--- src/rtl/wb_unit_pkg.sv ---
// Shared types for the writeback stage: result-source encodings, load
// funct3 constants and the writeback FSM state enum.
package wb_pkg;

  typedef enum logic [2:0] {
    SEL_NONE  = 3'd0,
    SEL_ALU   = 3'd1,
    SEL_IMM   = 3'd2,
    SEL_PC    = 3'd3,
    SEL_PCSEQ = 3'd4,
    SEL_CSR   = 3'd5,
    SEL_LOAD  = 3'd6
  } wb_sel_e;

  localparam logic [2:0] F3_LB  = 3'b000;
  localparam logic [2:0] F3_LH  = 3'b001;
  localparam logic [2:0] F3_LW  = 3'b010;
  localparam logic [2:0] F3_LBU = 3'b100;
  localparam logic [2:0] F3_LHU = 3'b101;

  typedef enum logic {
    ST_IDLE     = 1'b0,
    ST_WAIT_MEM = 1'b1
  } wb_state_e;

endpackage

--- src/rtl/wb_unit_if.sv ---
// Writeback-stage bus: execute handshake, load response, GPR write port,
// retire/hazard status. master = surrounding pipeline, slave = wb_unit.
interface wb_unit_if #(
  parameter int unsigned XLEN = 32
);
  logic            ex_valid;
  logic            ex_ready;
  logic [4:0]      ex_rd;
  logic [2:0]      ex_sel;
  logic [XLEN-1:0] ex_alu;
  logic [XLEN-1:0] ex_imm;
  logic [XLEN-1:0] ex_pc;
  logic [XLEN-1:0] ex_pcseq;
  logic [XLEN-1:0] ex_csr;
  logic [2:0]      ex_funct3;
  logic [1:0]      ex_addr_lo;
  logic            mem_rvalid;
  logic [XLEN-1:0] mem_rdata;
  logic            mem_rready;
  logic            rf_wen;
  logic [4:0]      rf_waddr;
  logic [XLEN-1:0] rf_wdata;
  logic            retire;
  logic            pend_valid;
  logic [4:0]      pend_rd;
  logic            err;

  modport master (
    output ex_valid, ex_rd, ex_sel, ex_alu, ex_imm, ex_pc, ex_pcseq, ex_csr,
           ex_funct3, ex_addr_lo, mem_rvalid, mem_rdata,
    input  ex_ready, mem_rready, rf_wen, rf_waddr, rf_wdata, retire,
           pend_valid, pend_rd, err
  );

  modport slave (
    input  ex_valid, ex_rd, ex_sel, ex_alu, ex_imm, ex_pc, ex_pcseq, ex_csr,
           ex_funct3, ex_addr_lo, mem_rvalid, mem_rdata,
    output ex_ready, mem_rready, rf_wen, rf_waddr, rf_wdata, retire,
           pend_valid, pend_rd, err
  );
endinterface

--- src/rtl/wb_unit_load_ext.sv ---
// Load data alignment and sign/zero extension (combinational).
module load_ext
  import wb_pkg::*;
#(
  parameter int unsigned XLEN = 32
) (
  input  logic [XLEN-1:0] mem_rdata,
  input  logic [2:0]      funct3,
  input  logic [1:0]      addr_lo,
  output logic [XLEN-1:0] ext
);

  logic [1:0]      off;
  logic [XLEN-1:0] sh;

  always_comb begin
    off = '0;
    case (funct3)
      F3_LB, F3_LBU: off = addr_lo;
      F3_LH, F3_LHU: off = {addr_lo[1], 1'b0};
      default:       off = '0;
    endcase
    sh = mem_rdata >> {off, 3'b000};
  end

  always_comb begin
    ext = mem_rdata;
    case (funct3)
      F3_LB:   ext = {{(XLEN-8){sh[7]}}, sh[7:0]};
      F3_LH:   ext = {{(XLEN-16){sh[15]}}, sh[15:0]};
      F3_LBU:  ext = {{(XLEN-8){1'b0}}, sh[7:0]};
      F3_LHU:  ext = {{(XLEN-16){1'b0}}, sh[15:0]};
      default: ext = mem_rdata;
    endcase
  end

endmodule

--- src/rtl/wb_unit.sv ---
// Writeback stage: sole writer of the GPR write port, with load wait state.
// Optional load-response timeout enabled by `define WB_LOAD_TIMEOUT_EN.
module wb_unit
  import wb_pkg::*;
#(
  parameter int unsigned XLEN    = 32,
  parameter int unsigned TIMEOUT = 256
) (
  input  logic      clk,
  input  logic      rst,
  wb_unit_if.slave  bus
);

  if (TIMEOUT < 1) begin : g_bad_timeout
    $error("wb_unit: TIMEOUT must be at least 1");
  end

  wb_state_e       state;
  logic [4:0]      ld_rd;
  logic [2:0]      ld_f3;
  logic [1:0]      ld_alo;
  logic [XLEN-1:0] ld_data;
  logic [XLEN-1:0] sel_data;
  logic            sel_writes;
  logic            err_q;

  load_ext #(.XLEN(XLEN)) u_load_ext (
    .mem_rdata (bus.mem_rdata),
    .funct3    (ld_f3),
    .addr_lo   (ld_alo),
    .ext       (ld_data)
  );

  always_comb begin
    sel_data   = '0;
    sel_writes = 1'b1;
    case (wb_sel_e'(bus.ex_sel))
      SEL_ALU:   sel_data = bus.ex_alu;
      SEL_IMM:   sel_data = bus.ex_imm;
      SEL_PC:    sel_data = bus.ex_pc;
      SEL_PCSEQ: sel_data = bus.ex_pcseq;
      SEL_CSR:   sel_data = bus.ex_csr;
      default:   sel_writes = 1'b0;
    endcase
  end

`ifdef WB_LOAD_TIMEOUT_EN
  localparam int unsigned CW = $clog2(TIMEOUT + 1);
  logic [CW-1:0] cnt;
`endif

  always_ff @(posedge clk) begin
    if (rst) begin
      state        <= ST_IDLE;
      bus.rf_wen   <= 1'b0;
      bus.rf_waddr <= '0;
      bus.rf_wdata <= '0;
      bus.retire   <= 1'b0;
      err_q        <= 1'b0;
      ld_rd        <= '0;
      ld_f3        <= '0;
      ld_alo       <= '0;
`ifdef WB_LOAD_TIMEOUT_EN
      cnt          <= '0;
`endif
    end else begin
      bus.rf_wen <= 1'b0;
      bus.retire <= 1'b0;
      err_q      <= 1'b0;
      case (state)
        ST_IDLE: begin
          if (bus.ex_valid) begin
            if (wb_sel_e'(bus.ex_sel) == SEL_LOAD) begin
              ld_rd  <= bus.ex_rd;
              ld_f3  <= bus.ex_funct3;
              ld_alo <= bus.ex_addr_lo;
              state  <= ST_WAIT_MEM;
`ifdef WB_LOAD_TIMEOUT_EN
              cnt    <= '0;
`endif
            end else begin
              bus.rf_wen   <= sel_writes && (bus.ex_rd != 5'd0);
              bus.rf_waddr <= bus.ex_rd;
              bus.rf_wdata <= sel_data;
              bus.retire   <= 1'b1;
            end
          end
        end
        ST_WAIT_MEM: begin
          // A response in the expiry cycle takes priority over the timeout.
          if (bus.mem_rvalid) begin
            bus.rf_wen   <= (ld_rd != 5'd0);
            bus.rf_waddr <= ld_rd;
            bus.rf_wdata <= ld_data;
            bus.retire   <= 1'b1;
            state        <= ST_IDLE;
          end
`ifdef WB_LOAD_TIMEOUT_EN
          else if (cnt == CW'(TIMEOUT - 1)) begin
            err_q      <= 1'b1;
            bus.retire <= 1'b1;
            state      <= ST_IDLE;
          end else begin
            cnt <= cnt + 1'b1;
          end
`endif
        end
        default: state <= ST_IDLE;
      endcase
    end
  end

`ifdef WB_LOAD_TIMEOUT_EN
  assign bus.err = err_q;
`else
  assign bus.err = 1'b0;
`endif

  assign bus.ex_ready   = (state == ST_IDLE);
  assign bus.mem_rready = (state == ST_WAIT_MEM);
  assign bus.pend_valid = (state == ST_WAIT_MEM);
  assign bus.pend_rd    = (state == ST_WAIT_MEM) ? ld_rd : 5'd0;

endmodule
--- src/flat_wrapper.sv ---
// flat-port wrapper written by rule: the top's interface ports become plain ports
module wb_unit_flat import wb_pkg::*;
#(
  parameter int unsigned XLEN    = 32,
  parameter int unsigned TIMEOUT = 256
)
  (clk, rst, bus_ex_valid, bus_ex_rd, bus_ex_sel, bus_ex_alu, bus_ex_imm, bus_ex_pc, bus_ex_pcseq, bus_ex_csr, bus_ex_funct3, bus_ex_addr_lo, bus_mem_rvalid, bus_mem_rdata, bus_ex_ready, bus_mem_rready, bus_rf_wen, bus_rf_waddr, bus_rf_wdata, bus_retire, bus_pend_valid, bus_pend_rd, bus_err);
  wb_unit_if #(.XLEN(XLEN)) bus_i ();
  input  logic clk;
  input  logic rst;
  input wire logic [$bits(bus_i.ex_valid)-1:0] bus_ex_valid;
  input wire logic [$bits(bus_i.ex_rd)-1:0] bus_ex_rd;
  input wire logic [$bits(bus_i.ex_sel)-1:0] bus_ex_sel;
  input wire logic [$bits(bus_i.ex_alu)-1:0] bus_ex_alu;
  input wire logic [$bits(bus_i.ex_imm)-1:0] bus_ex_imm;
  input wire logic [$bits(bus_i.ex_pc)-1:0] bus_ex_pc;
  input wire logic [$bits(bus_i.ex_pcseq)-1:0] bus_ex_pcseq;
  input wire logic [$bits(bus_i.ex_csr)-1:0] bus_ex_csr;
  input wire logic [$bits(bus_i.ex_funct3)-1:0] bus_ex_funct3;
  input wire logic [$bits(bus_i.ex_addr_lo)-1:0] bus_ex_addr_lo;
  input wire logic [$bits(bus_i.mem_rvalid)-1:0] bus_mem_rvalid;
  input wire logic [$bits(bus_i.mem_rdata)-1:0] bus_mem_rdata;
  output wire logic [$bits(bus_i.ex_ready)-1:0] bus_ex_ready;
  output wire logic [$bits(bus_i.mem_rready)-1:0] bus_mem_rready;
  output wire logic [$bits(bus_i.rf_wen)-1:0] bus_rf_wen;
  output wire logic [$bits(bus_i.rf_waddr)-1:0] bus_rf_waddr;
  output wire logic [$bits(bus_i.rf_wdata)-1:0] bus_rf_wdata;
  output wire logic [$bits(bus_i.retire)-1:0] bus_retire;
  output wire logic [$bits(bus_i.pend_valid)-1:0] bus_pend_valid;
  output wire logic [$bits(bus_i.pend_rd)-1:0] bus_pend_rd;
  output wire logic [$bits(bus_i.err)-1:0] bus_err;
  assign bus_i.ex_valid = bus_ex_valid;
  assign bus_i.ex_rd = bus_ex_rd;
  assign bus_i.ex_sel = bus_ex_sel;
  assign bus_i.ex_alu = bus_ex_alu;
  assign bus_i.ex_imm = bus_ex_imm;
  assign bus_i.ex_pc = bus_ex_pc;
  assign bus_i.ex_pcseq = bus_ex_pcseq;
  assign bus_i.ex_csr = bus_ex_csr;
  assign bus_i.ex_funct3 = bus_ex_funct3;
  assign bus_i.ex_addr_lo = bus_ex_addr_lo;
  assign bus_i.mem_rvalid = bus_mem_rvalid;
  assign bus_i.mem_rdata = bus_mem_rdata;
  assign bus_ex_ready = bus_i.ex_ready;
  assign bus_mem_rready = bus_i.mem_rready;
  assign bus_rf_wen = bus_i.rf_wen;
  assign bus_rf_waddr = bus_i.rf_waddr;
  assign bus_rf_wdata = bus_i.rf_wdata;
  assign bus_retire = bus_i.retire;
  assign bus_pend_valid = bus_i.pend_valid;
  assign bus_pend_rd = bus_i.pend_rd;
  assign bus_err = bus_i.err;
  wb_unit #(.XLEN(XLEN), .TIMEOUT(TIMEOUT)) u_core (.clk(clk), .rst(rst), .bus(bus_i));
endmodule
--- config.mk ---
export PLATFORM = sky130hd
export DESIGN_NAME = wb_unit_flat
export DESIGN_NICKNAME = d
export VERILOG_FILES = /design/src/rtl/wb_unit_pkg.sv /design/src/rtl/wb_unit_if.sv /design/src/rtl/wb_unit_load_ext.sv /design/src/rtl/wb_unit.sv /design/src/flat_wrapper.sv
export SDC_FILE = /design/constraint.sdc
export NUM_CORES = 1
export LEC_CHECK = 0
export BUFFER_PORTS_ARGS = -buffer_cell sky130_fd_sc_hd__buf_2
export CORE_ASPECT_RATIO = 1.1
export CORE_MARGIN = 2
export CORE_UTILIZATION = 35
export DETAILED_ROUTE_END_ITERATION = 8
export PLACE_DENSITY = 0.69
export SLEW_MARGIN = 20
export SYNTH_ARGS = -nofsm -noshare
export SYNTH_HDL_FRONTEND = slang
export SYNTH_SLANG_ARGS = --single-unit
--- constraint.sdc ---
create_clock -name clk -period 2.1 [get_ports clk]
set_clock_uncertainty 0.15 [all_clocks]
set_input_delay 0.105 -clock clk [delete_from_list [all_inputs] [get_ports clk]]
set_output_delay 0.105 -clock clk [all_outputs]
set_load 0.01 [all_outputs]
# ---- Yosys cells after proc, flatten, opt, wreduce, memory -nomap -nowiden
# Cells that the tools add are included.
dict set report op_classes {
  eq_ne 12
  shift 1
  n_mux 25
  bitwise_logic 1
  n_reduce_logical 9
}
# operator n
set op_table {}
lappend op_table {{32-bit one-hot mux with 5 select lines} 1}
lappend op_table {{32-bit one-hot mux with 4 select lines} 1}
lappend op_table {{32-bit 2-to-1 mux} 3}
lappend op_table {{32-bit one-hot mux with 2 select lines} 1}
lappend op_table {{32-bit by 5-bit >> shifter with 16-bit output} 1}
lappend op_table {{5-bit 2-to-1 mux} 4}
lappend op_table {{3-bit == test, second input constant} 5}
lappend op_table {{1-bit 2-to-1 mux} 10}
lappend op_table {{5-bit one-hot mux with 2 select lines} 1}
lappend op_table {{5-bit nonzero test} 2}
lappend op_table {{3-bit by 1-bit == test with 1-bit output, second input constant} 2}
lappend op_table {{3-bit by 2-bit == test with 1-bit output, second input constant} 2}
lappend op_table {{2-bit != test, second input constant} 3}
lappend op_table {{1-bit one-hot mux with 2 select lines} 3}
lappend op_table {{3-bit AND reduction} 2}
lappend op_table {{5-bit OR reduction} 1}
lappend op_table {{2-bit one-hot mux with 2 select lines} 1}
lappend op_table {{2-bit OR reduction} 2}
lappend op_table {{3-bit logical NOT} 1}
lappend op_table {{1-bit logical AND} 1}
lappend op_table {{1-bit inverter} 1}
dict set report word_totals {
  reg_bits 50
  inputBits 209
  elab_cells 56
}

# ---- Depth between registers and ports, before layout
# Gate-level depths: netlist of run 1.
dict set report depth {
  word_depth 7
  mapped_depth 8
  ltp_nobuf 5
}

# ---- By module
# From an unflattened synthesis of run 1, not the netlist that was laid out.
dict set report unflattened {
  cells_unflattened 475
  hier_area_um2 3852.4
}
# module instances cells_each area_per_inst_um2 seq_area_each_um2
set modules_own_cells {}
lappend modules_own_cells {wb_unit 1 362 3104.2 1001.0}
lappend modules_own_cells {load_ext 1 113 748.2 0.0}

# ---- Worst setup path after synthesis of run 1
# Ideal clock, no wire load.
dict set report synth_path {
  path_kind {register -> register}
  startpoint {reg u_core.state, in the netlist u_core.bus.mem_rready}
  endpoint {reg u_core.bus.rf_wdata[25]}
  arrival_ns 1.631
  required_ns 1.870
  setup_slack_ns 0.239
  path_stages_with_launch 6
  n_path_buf 1
  period_less_slack_ns 1.861
  cell_sequence {dfxtp_1 clkinv_1 nor2_1 clkbuf_1 a22oi_1 a211oi_2}
}
dict set report synth_via {
  elab_chain_len 3
  elab_cells_between_ends 6
  classes_between {eq/ne: 3; mux: 1; bitwise: 1; reduce/logical: 1}
}
# element line
set synth_lines {}
lappend synth_lines {{start, declared} wb_unit.sv:18} ;# wb_state_e state;
lappend synth_lines {{start signal, assigned} wb_unit.sv:54} ;# state <= ST_IDLE;
lappend synth_lines {{start signal, assigned} wb_unit.sv:77} ;# state <= ST_WAIT_MEM;
lappend synth_lines {{start signal, assigned} wb_unit.sv:96} ;# state <= ST_IDLE;
lappend synth_lines {{1-bit inverter *} -}
lappend synth_lines {{named net bus_ex_ready} flat_wrapper.sv:23} ;# output wire logic [$bits(bus_i.ex_ready)-1:0] bus_ex_ready;
lappend synth_lines {{2-bit != test (no source line)} -}
lappend synth_lines {{3-bit AND reduction (no source line)} -}
lappend synth_lines {{end signal, assigned} wb_unit.sv:84} ;# bus.rf_wdata <= sel_data;
lappend synth_lines {{end signal, assigned} wb_unit.sv:94} ;# bus.rf_wdata <= ld_data;
lappend synth_lines {{end, declared} wb_unit_if.sv:38} ;# output ex_ready, mem_rready, rf_wen, rf_waddr, rf_wdata, retire,
# Mark *: on every way through the listed nets, which the timed path passes. The rest lies on a longest branch.
# A chain may end at the register's enable or synchronous reset.

# ---- Worst setup path in the final report of run 1
dict set report layout_path {
  startpoint {reg u_core.ld_f3[0]}
  endpoint {reg u_core.bus.rf_wdata[15]}
}
dict set report layout_via {
  elab_chain_len 7
  elab_cells_between_ends 11
  classes_between {eq/ne: 3; shift: 1; mux: 4; reduce/logical: 3}
}
# element line
set layout_lines {}
lappend layout_lines {{start, declared} wb_unit.sv:20} ;# logic [2:0] ld_f3;
lappend layout_lines {{start signal, assigned} wb_unit.sv:75} ;# ld_f3 <= bus.ex_funct3;
lappend layout_lines {{3-bit == test, or another cell as far along} {wb_unit_load_ext.sv:18, wb_unit_load_ext.sv:28}}
lappend layout_lines {{2-bit OR reduction} wb_unit_load_ext.sv:18} ;# case (funct3)
lappend layout_lines {{2-bit one-hot mux with 2 select lines} wb_unit_load_ext.sv:18}
lappend layout_lines {{32-bit by 5-bit >> shifter with 16-bit output} wb_unit_load_ext.sv:23} ;# sh = mem_rdata >> {off, 3'b000};
lappend layout_lines {{32-bit one-hot mux with 4 select lines *} wb_unit_load_ext.sv:28} ;# case (funct3)
lappend layout_lines {{32-bit 2-to-1 mux *} wb_unit.sv:91} ;# if (bus.mem_rvalid) begin
lappend layout_lines {{32-bit one-hot mux with 2 select lines *} wb_unit.sv:70} ;# case (state)
# Mark *: on every way between the ends. The rest lies on a longest branch, timed or not. The select of a mux whose other input is x is not followed.

==> impl_metrics.py, run 1 <==
metrics = {
    "run_status": {
        "status": "completed",
    },
    "hold_path": {
        "worstHoldStart": "bus_mem_rdata[13]",
        "hold_depth": 3,
        "hold_end": "u_core.bus.rf_wdata[13]",
        "min_path_type": "primary input to flip-flop",
    },
    "routing": {
        "wl_met3_mm": 1.28,
        "drtIter0Drc": 364,
        "antenna_left": 0,
        "via_per_inst": 5.61,
        "post_drt_wl_per_cell_um": 18.8,
        "route.met2.wl_mm": 8.08,
        "dr.pass1.iters": 7,
        "dr.max_layer_used": "met4",
        "drc": 0,
        "routed_wirelength_mm": 16.4,
        "vias": 4900,
        "met1_length_mm": 6.72,
    },
    "cells_and_area": {
        "drive_above_1_share": 0.435,
        "fin_util": 0.522,
        "final_area_um2": 5640,
        "syn2layout_area_growth_pct": 46.9,
        "finalNetCount": 934,
        "insertedDiodeCount": 0,
    },
    "synth": {
        "ys_warn_count": 0,
        "ys_seq_area_frac": 0.261,
        "synth_area_um2": 3840,
        "postSynthCellCount": 472,
        "syn_avg_cell_area_um2": 8.13,
        "synth_fp_nets": 681,
        "synthFlopType": "dfxtp_1",
        "synthArstFlopShare": 0,
        "synth-seq-cells": 50,
        "yosysUniqueCellTypes": 46,
        "synth_edf_count": 0,
    },
    "clock_tree": {
        "clock-sinks": 50,
        "cts_tree": "done",
        "clk_pin_slew_ns": 0.07,
        "worstSkewPairLatency_ns": 0.29,
        "cts_made_buffers": 5,
        "cts_htree_levels": 2,
        "cts_max_path_buffers": 2,
        "clock-root-buffer": "clkbuf_16",
    },
    "power_and_ir_drop": {
        "p_leak_nw": 2.57,
        "power_density_nw_per_um2": 519,
        "p_total_mw": 2.93,
        "ir_drop_mv": 0.345,
    },
    "floorplanning": {
        "num_rows": 40,
        "die_h_um": 114,
        "core-area_um2": 10800,
        "io_pins": 257,
        "initial_core_util": 0.355,
        "die_area_um2": 11800,
        "die_w_um": 104,
    },
    "sta": {
        "fmax_mhz": 511,
        "max-slew-margin-rel": 0.571,
        "rsz0062_at_grt": "no",
        "finalCriticalPeriod_ns": 1.96,
        "tightest_slew_ns": 0.644,
        "drv_slew": 0,
        "setup_tns_ns": 0,
        "min_period_over_period": 0.932,
        "hold_slack_ns": 0.0262,
        "hold_viol": 0,
        "setup_viol": 0,
    },
    "placed_design": {
        "placed_area_um2": 5330,
        "io_buffers": 255,
        "gp_congestion": 1.01,
        "dp.final_hpwl_mm": 13.5,
    },
    "worst_setup_path": {
        "cp.arrival_ns": 2.01,
        "worstReg2RegEnd": "u_core.bus.rf_wdata[15]",
        "crit_required_ns": 2.15,
        "r2r_start": "u_core.ld_f3[0]",
        "rrSetupSlack_ns": 0.14,
        "worstSetupPathType": "flip-flop to flip-flop",
        "crit_path_start_kind": "flip-flop",
        "end_kind": "flip-flop",
        "crit_fanout": 8,
        "worst_r2r_path_depth": 6,
    },
    "grt": {
        "grt_max_degree": 59,
        "track_usage": 0.269,
        "grt_pass1_vias": 4743,
        "grt_overflow": 0,
        "grt_pass1_wl_mm": 25.4,
        "antenna_found_initial": 0,
    },
    "job": {
        "drv_cap": 0,
    },
}
-- cells in the mapped netlist, types with 3 or more instances --
cell type | n | area (um^2)
nand2_1 | 60 | 225
dfxtp_1 | 50 | 1000
a22oi_1 | 47 | 353
mux2i_1 | 47 | 470
nor2_1 | 46 | 173
o221ai_1 | 45 | 394
clkbuf_1 | 23 | 86.3
buf_2 | 21 | 105
o21bai_1 | 15 | 113
a21oi_1 | 12 | 60.1
a211oi_1 | 11 | 82.6
a211oi_2 | 11 | 138
a311oi_1 | 9 | 78.8
a41oi_1 | 7 | 61.3
and2_1 | 6 | 37.5
o31a_1 | 6 | 52.6
inv_1 | 5 | 18.8
nor2b_1 | 5 | 31.3
and3b_1 | 4 | 35.0
nand2b_1 | 4 | 25.0
buf_1 | 3 | 11.3
buf_4 | 3 | 22.5
mux2_2 | 3 | 33.8
nand3_1 | 3 | 15.0
-- state kept, by name, indices dropped and copies added, names as in the netlist --
name and count:
u_core.bus.mem_rready 1, u_core.bus.rf_wen 1, u_core.bus.rf_waddr 5, u_core.ld_rd 5, u_core.ld_f3 3, u_core.bus.retire 1, u_core.ld_alo 2, u_core.bus.rf_wdata 32
-- critical path, cell delays in order, from the launching register on --
cell and delay, ns:
dfxtp_1 0.45, nand2b_1 0.29, a21oi_4 0.09, buf_4 0.17, o2111a_1 0.24, a211o_1 0.24, a311oi_1 0.23
-- how the worst max path moves through the flow --
stage / from / endpoint / slack [ns]
2_1_floorplan: u_core.bus.mem_rready / u_core.bus.rf_wdata[25] / 0.24
3_3_place_gp: u_core.ld_f3[0] / u_core.bus.rf_wdata[15] / 0.22
3_5_place_dp: bus_ex_sel[2] / u_core.ld_rd[3] / 0.19
4_1_cts: u_core.ld_f3[0] / u_core.bus.rf_wdata[15] / 0.18
5_1_grt: u_core.ld_f3[0] / u_core.bus.rf_wdata[15] / 0.01
6_report: u_core.ld_f3[0] / u_core.bus.rf_wdata[15] / 0.14
-- per-layer routing --
| metal | up-vias | track usage |
|---|---|---|
| li1 | 2323 | - |
| met4 | 0 | 0.0631 |
| met2 | 267 | 0.475 |
| met1 | 2290 | 0.339 |
| met5 | - | 0 |
| met3 | 20 | 0.0543 |
-- cells in the final DEF (no fill, tap or decap), types with 4 or more instances in the layout --
cell | netlist | final
buf_4 | 3 | 29
clkbuf_16 | 0 | 5
a21oi_1 | 12 | 12
and3b_1 | 4 | 4
nor2_1 | 46 | 46
dfxtp_1 | 50 | 50
o21bai_1 | 15 | 15
a211oi_1 | 11 | 11
inv_1 | 5 | 5
buf_2 | 21 | 255
nand2b_1 | 4 | 4
dlygate4sd3_1 | 0 | 13
a22oi_1 | 47 | 47
mux2i_1 | 47 | 47
a311oi_1 | 9 | 9
and2_1 | 6 | 6
a211oi_2 | 11 | 10
a41oi_1 | 7 | 7
nand2_1 | 60 | 60
o31a_1 | 6 | 6
o221ai_1 | 45 | 45
-- where the power goes --
part           leakage (nW)  internal, mW  switching, mW
combinational          2.07         0.420          0.476
sequential            0.412          1.02         0.0399
clock                0.0875         0.600          0.374
-- cell families (layout without fill, tap and decap cells) --
group,count (synthesis),in the layout,synth area share
buffers and inverters,60,314,0.0717
AO/OA/AOI/OAI,177,177,0.383
flip-flops,50,50,0.261
other,1,1,0.000977
multiplexers,50,50,0.131
AND/OR/NAND/NOR,134,134,0.152
-- final cells by class --
| cell class | count | area, um^2 |
|---|---|---|
| clock buffers | 6 | 139 |
| fillers | 1082 | 5170 |
| repair buffers | 299 | 1660 |
| inverters | 7 | 26.3 |
| clock inverters | 2 | 38.8 |
| well taps | 147 | 184 |
| multi-input cells | 362 | 2580 |
| flip-flops and latches | 50 | 1000 |
-- metrics by stage --
step,instances,worst slack (ns)
finish,873,0.143
CTS,873,0.175
global route,873,0.0126
detailed placement,852,0.185
floorplan,472,0.239
global placement,852,0.223
-- timing repair --
item | CTS | global route
endpoints found under the setup margin | 0 | 1
hold endpoints to repair | 13 | 0
hold buffers | 13 | 0
resized for setup | 0 | 1
setup buffers | 0 | 0
No activity file was read; power rests on OpenSTA's default activity.
==> inputs of run 2 (changes only) <==
CELL_PAD_IN_SITES_DETAIL_PLACEMENT = 1   (was not set)
CELL_PAD_IN_SITES_GLOBAL_PLACEMENT = 2   (was not set)
CORE_UTILIZATION = 22   (was 35)
PLACE_DENSITY = not set   (was 0.69)
PLACE_DENSITY_LB_ADDON = 0.1   (was not set)
==> impl_metrics.py, run 2 (synthesis results as in run 1) <==
metrics = {
    "cells_and_area": {
        "multiInputGateArea_um2": 2590,
        "largestRegisters": "u_core.bus.rf_wdata x32, u_core.bus.rf_waddr x5, u_core.ld_rd x5",
        "drive_above_1_share": 0.438,
        "final_cell_mix": "255 x buf_2, 60 x nand2_1, 49 x dfxtp_1",
        "largest_register_ffs": 32,
        "final_common_cell": "buf_2",
        "fill_cells": 2146,
        "finalNetCount": 937,
        "syn2layout_area_growth_pct": 49.4,
        "regMostFlops": "u_core.bus.rf_wdata",
        "final-seq-area_um2": 1000,
    },
    "worst_setup_path": {
        "crit_required_ns": 2.10,
        "crit_path_start_kind": "flip-flop",
        "crit_fanout": 16,
        "rrSetupSlack_ns": 0.16,
        "worst_r2r_path_depth": 6,
        "end_kind": "flip-flop",
        "worstSetupPathType": "flip-flop to flip-flop",
        "r2r_start": "u_core.ld_alo[0]",
        "cp.arrival_ns": 1.93,
        "worstReg2RegEnd": "u_core.bus.rf_wdata[30]",
    },
    "sta": {
        "max-slew-margin-rel": 0.599,
        "finalCriticalPeriod_ns": 1.94,
        "min_period_over_period": 0.922,
        "hold_slack_ns": 0.0461,
        "drv_slew": 0,
        "setup_viol": 0,
        "tightest_slew_ns": 0.601,
        "rsz0062_at_grt": "no",
        "hold_viol": 0,
        "fmax_mhz": 517,
        "setup_tns_ns": 0,
    },
    "routing": {
        "routed_wirelength_mm": 19.9,
        "vias": 4870,
        "antenna_left": 0,
        "drtIter0Drc": 230,
        "dr.pass1.iters": 4,
        "drc": 0,
        "post_drt_wl_per_cell_um": 20.6,
        "via_per_inst": 5.06,
    },
    "grt": {
        "antenna_found_initial": 1,
        "grt_max_degree": 50,
        "grt_overflow": 0,
        "grt_pass1_vias": 5154,
        "track_usage": 0.208,
        "grt_pass1_wl_mm": 29.3,
    },
    "placed_design": {
        "gp_congestion": 0.832,
        "io_buffers": 255,
        "dp.final_hpwl_mm": 16.4,
    },
    "clock_tree": {
        "clk_pin_slew_ns": 0.07,
        "cts_tree": "done",
        "clock-sinks": 50,
        "cts_made_buffers": 5,
        "cts_max_path_buffers": 2,
        "clock-root-buffer": "clkbuf_16",
        "cts_setup_buffers": 0,
        "cts_htree_levels": 2,
        "worstSkewPairLatency_ns": 0.29,
    },
    "hold_path": {
        "min_path_type": "primary input to flip-flop",
        "hold_end": "u_core.bus.rf_wdata[10]",
        "worstHoldStart": "bus_mem_rdata[10]",
        "hold_depth": 3,
    },
    "job": {
        "drv_cap": 0,
    },
    "floorplanning": {
        "die_area_um2": 18500,
        "io_pins": 257,
        "initial_core_util": 0.225,
        "die_w_um": 130,
        "core-area_um2": 17100,
        "die_h_um": 143,
        "num_rows": 50,
    },
    "power_and_ir_drop": {
        "ir_drop_mv": 0.290,
        "power_density_nw_per_um2": 484,
        "p_leak_nw": 2.56,
    },
    "run_status": {
        "status": "completed",
    },
}
run 2: cell types whose count changed in the layout (fill, tap and decap cells not counted), sizes merged:
cell	change
clkbuf	-1
bufinv	-1
dlygate4sd3	+1
clkinv	+1
buf	+2
diode	+1
run 2: metrics by stage:
| stage | util | power (mW) | std cells | area, um^2 | worst slack, ns |
|---|---|---|---|---|---|
| after floorplan | - | 1.51 | 472 | 3840 | 0.239 |
| after global placement | 0.318 | 1.96 | 941 | 5440 | 0.180 |
| after detailed placement | 0.318 | 1.98 | 941 | 5440 | 0.0438 |
| after CTS | 0.335 | 2.82 | 962 | 5720 | 0.00934 |
| after global routing | 0.336 | 2.94 | 963 | 5730 | 0.0287 |
| final | 0.336 | 2.77 | 963 | 5730 | 0.164 |
run 2: cell type report:
cell class / count / area share
Multi-Input combinational cell: 362 / 0.452
Timing Repair Buffer: 302 / 0.293
Clock buffer: 5 / 0.0218
Tap cell: 234 / 0.0511
Antenna cell: 1 / 0.000437
Clock inverter: 2 / 0.00240
Sequential cell: 50 / 0.175
Inverter: 7 / 0.00458
run 2: how the worst max path moves through the flow:
| stage | startpoint | endpoint | slack (ns) | cells past startpoint |
|---|---|---|---|---|
| floorplan | u_core.bus.mem_rready | u_core.bus.rf_wdata[25] | 0.24 | 5 |
| global placement | u_core.ld_alo[0] | u_core.bus.rf_wdata[30] | 0.18 | 6 |
| detailed placement | u_core.ld_alo[0] | u_core.bus.rf_wdata[30] | 0.04 | 6 |
| CTS | u_core.ld_alo[0] | u_core.bus.rf_wdata[30] | 0.009 | 6 |
| global route | u_core.ld_alo[0] | u_core.bus.rf_wdata[30] | 0.03 | 6 |
| finish | u_core.ld_alo[0] | u_core.bus.rf_wdata[30] | 0.16 | 6 |
run 2: timing repair:
item | in CTS | in global routing
hold buffers | 14 | 0
endpoints found under the setup margin | 0 | 20
gates resized for setup | 0 | 4
hold endpoints to repair | 14 | 0
run 2: worst max-delay path, cell delays in order, from the launching register on:
cell	delay (ns)
dfxtp_1	0.41
nor2b_4	0.23
mux2i_1	0.25
o221ai_2	0.18
a41oi_4	0.27
buf_12	0.19
a311oi_1	0.10
run 2: layer usage:
metal  wire length, um  vias to the layer above  global-route usage
met3              1070                       22              0.0327
met5                 0                        -                   0
met4               488                        0              0.0656
met1              8340                     2349               0.254
met2              9960                      162               0.370
li1                  -                     2337                   -
run 2: power breakdown:
part / switching, mW / internal, mW / leakage, nW
clock network: 0.368 / 0.438 / 0.0701
logic: 0.493 / 0.421 / 2.08
registers: 0.0390 / 1.02 / 0.412
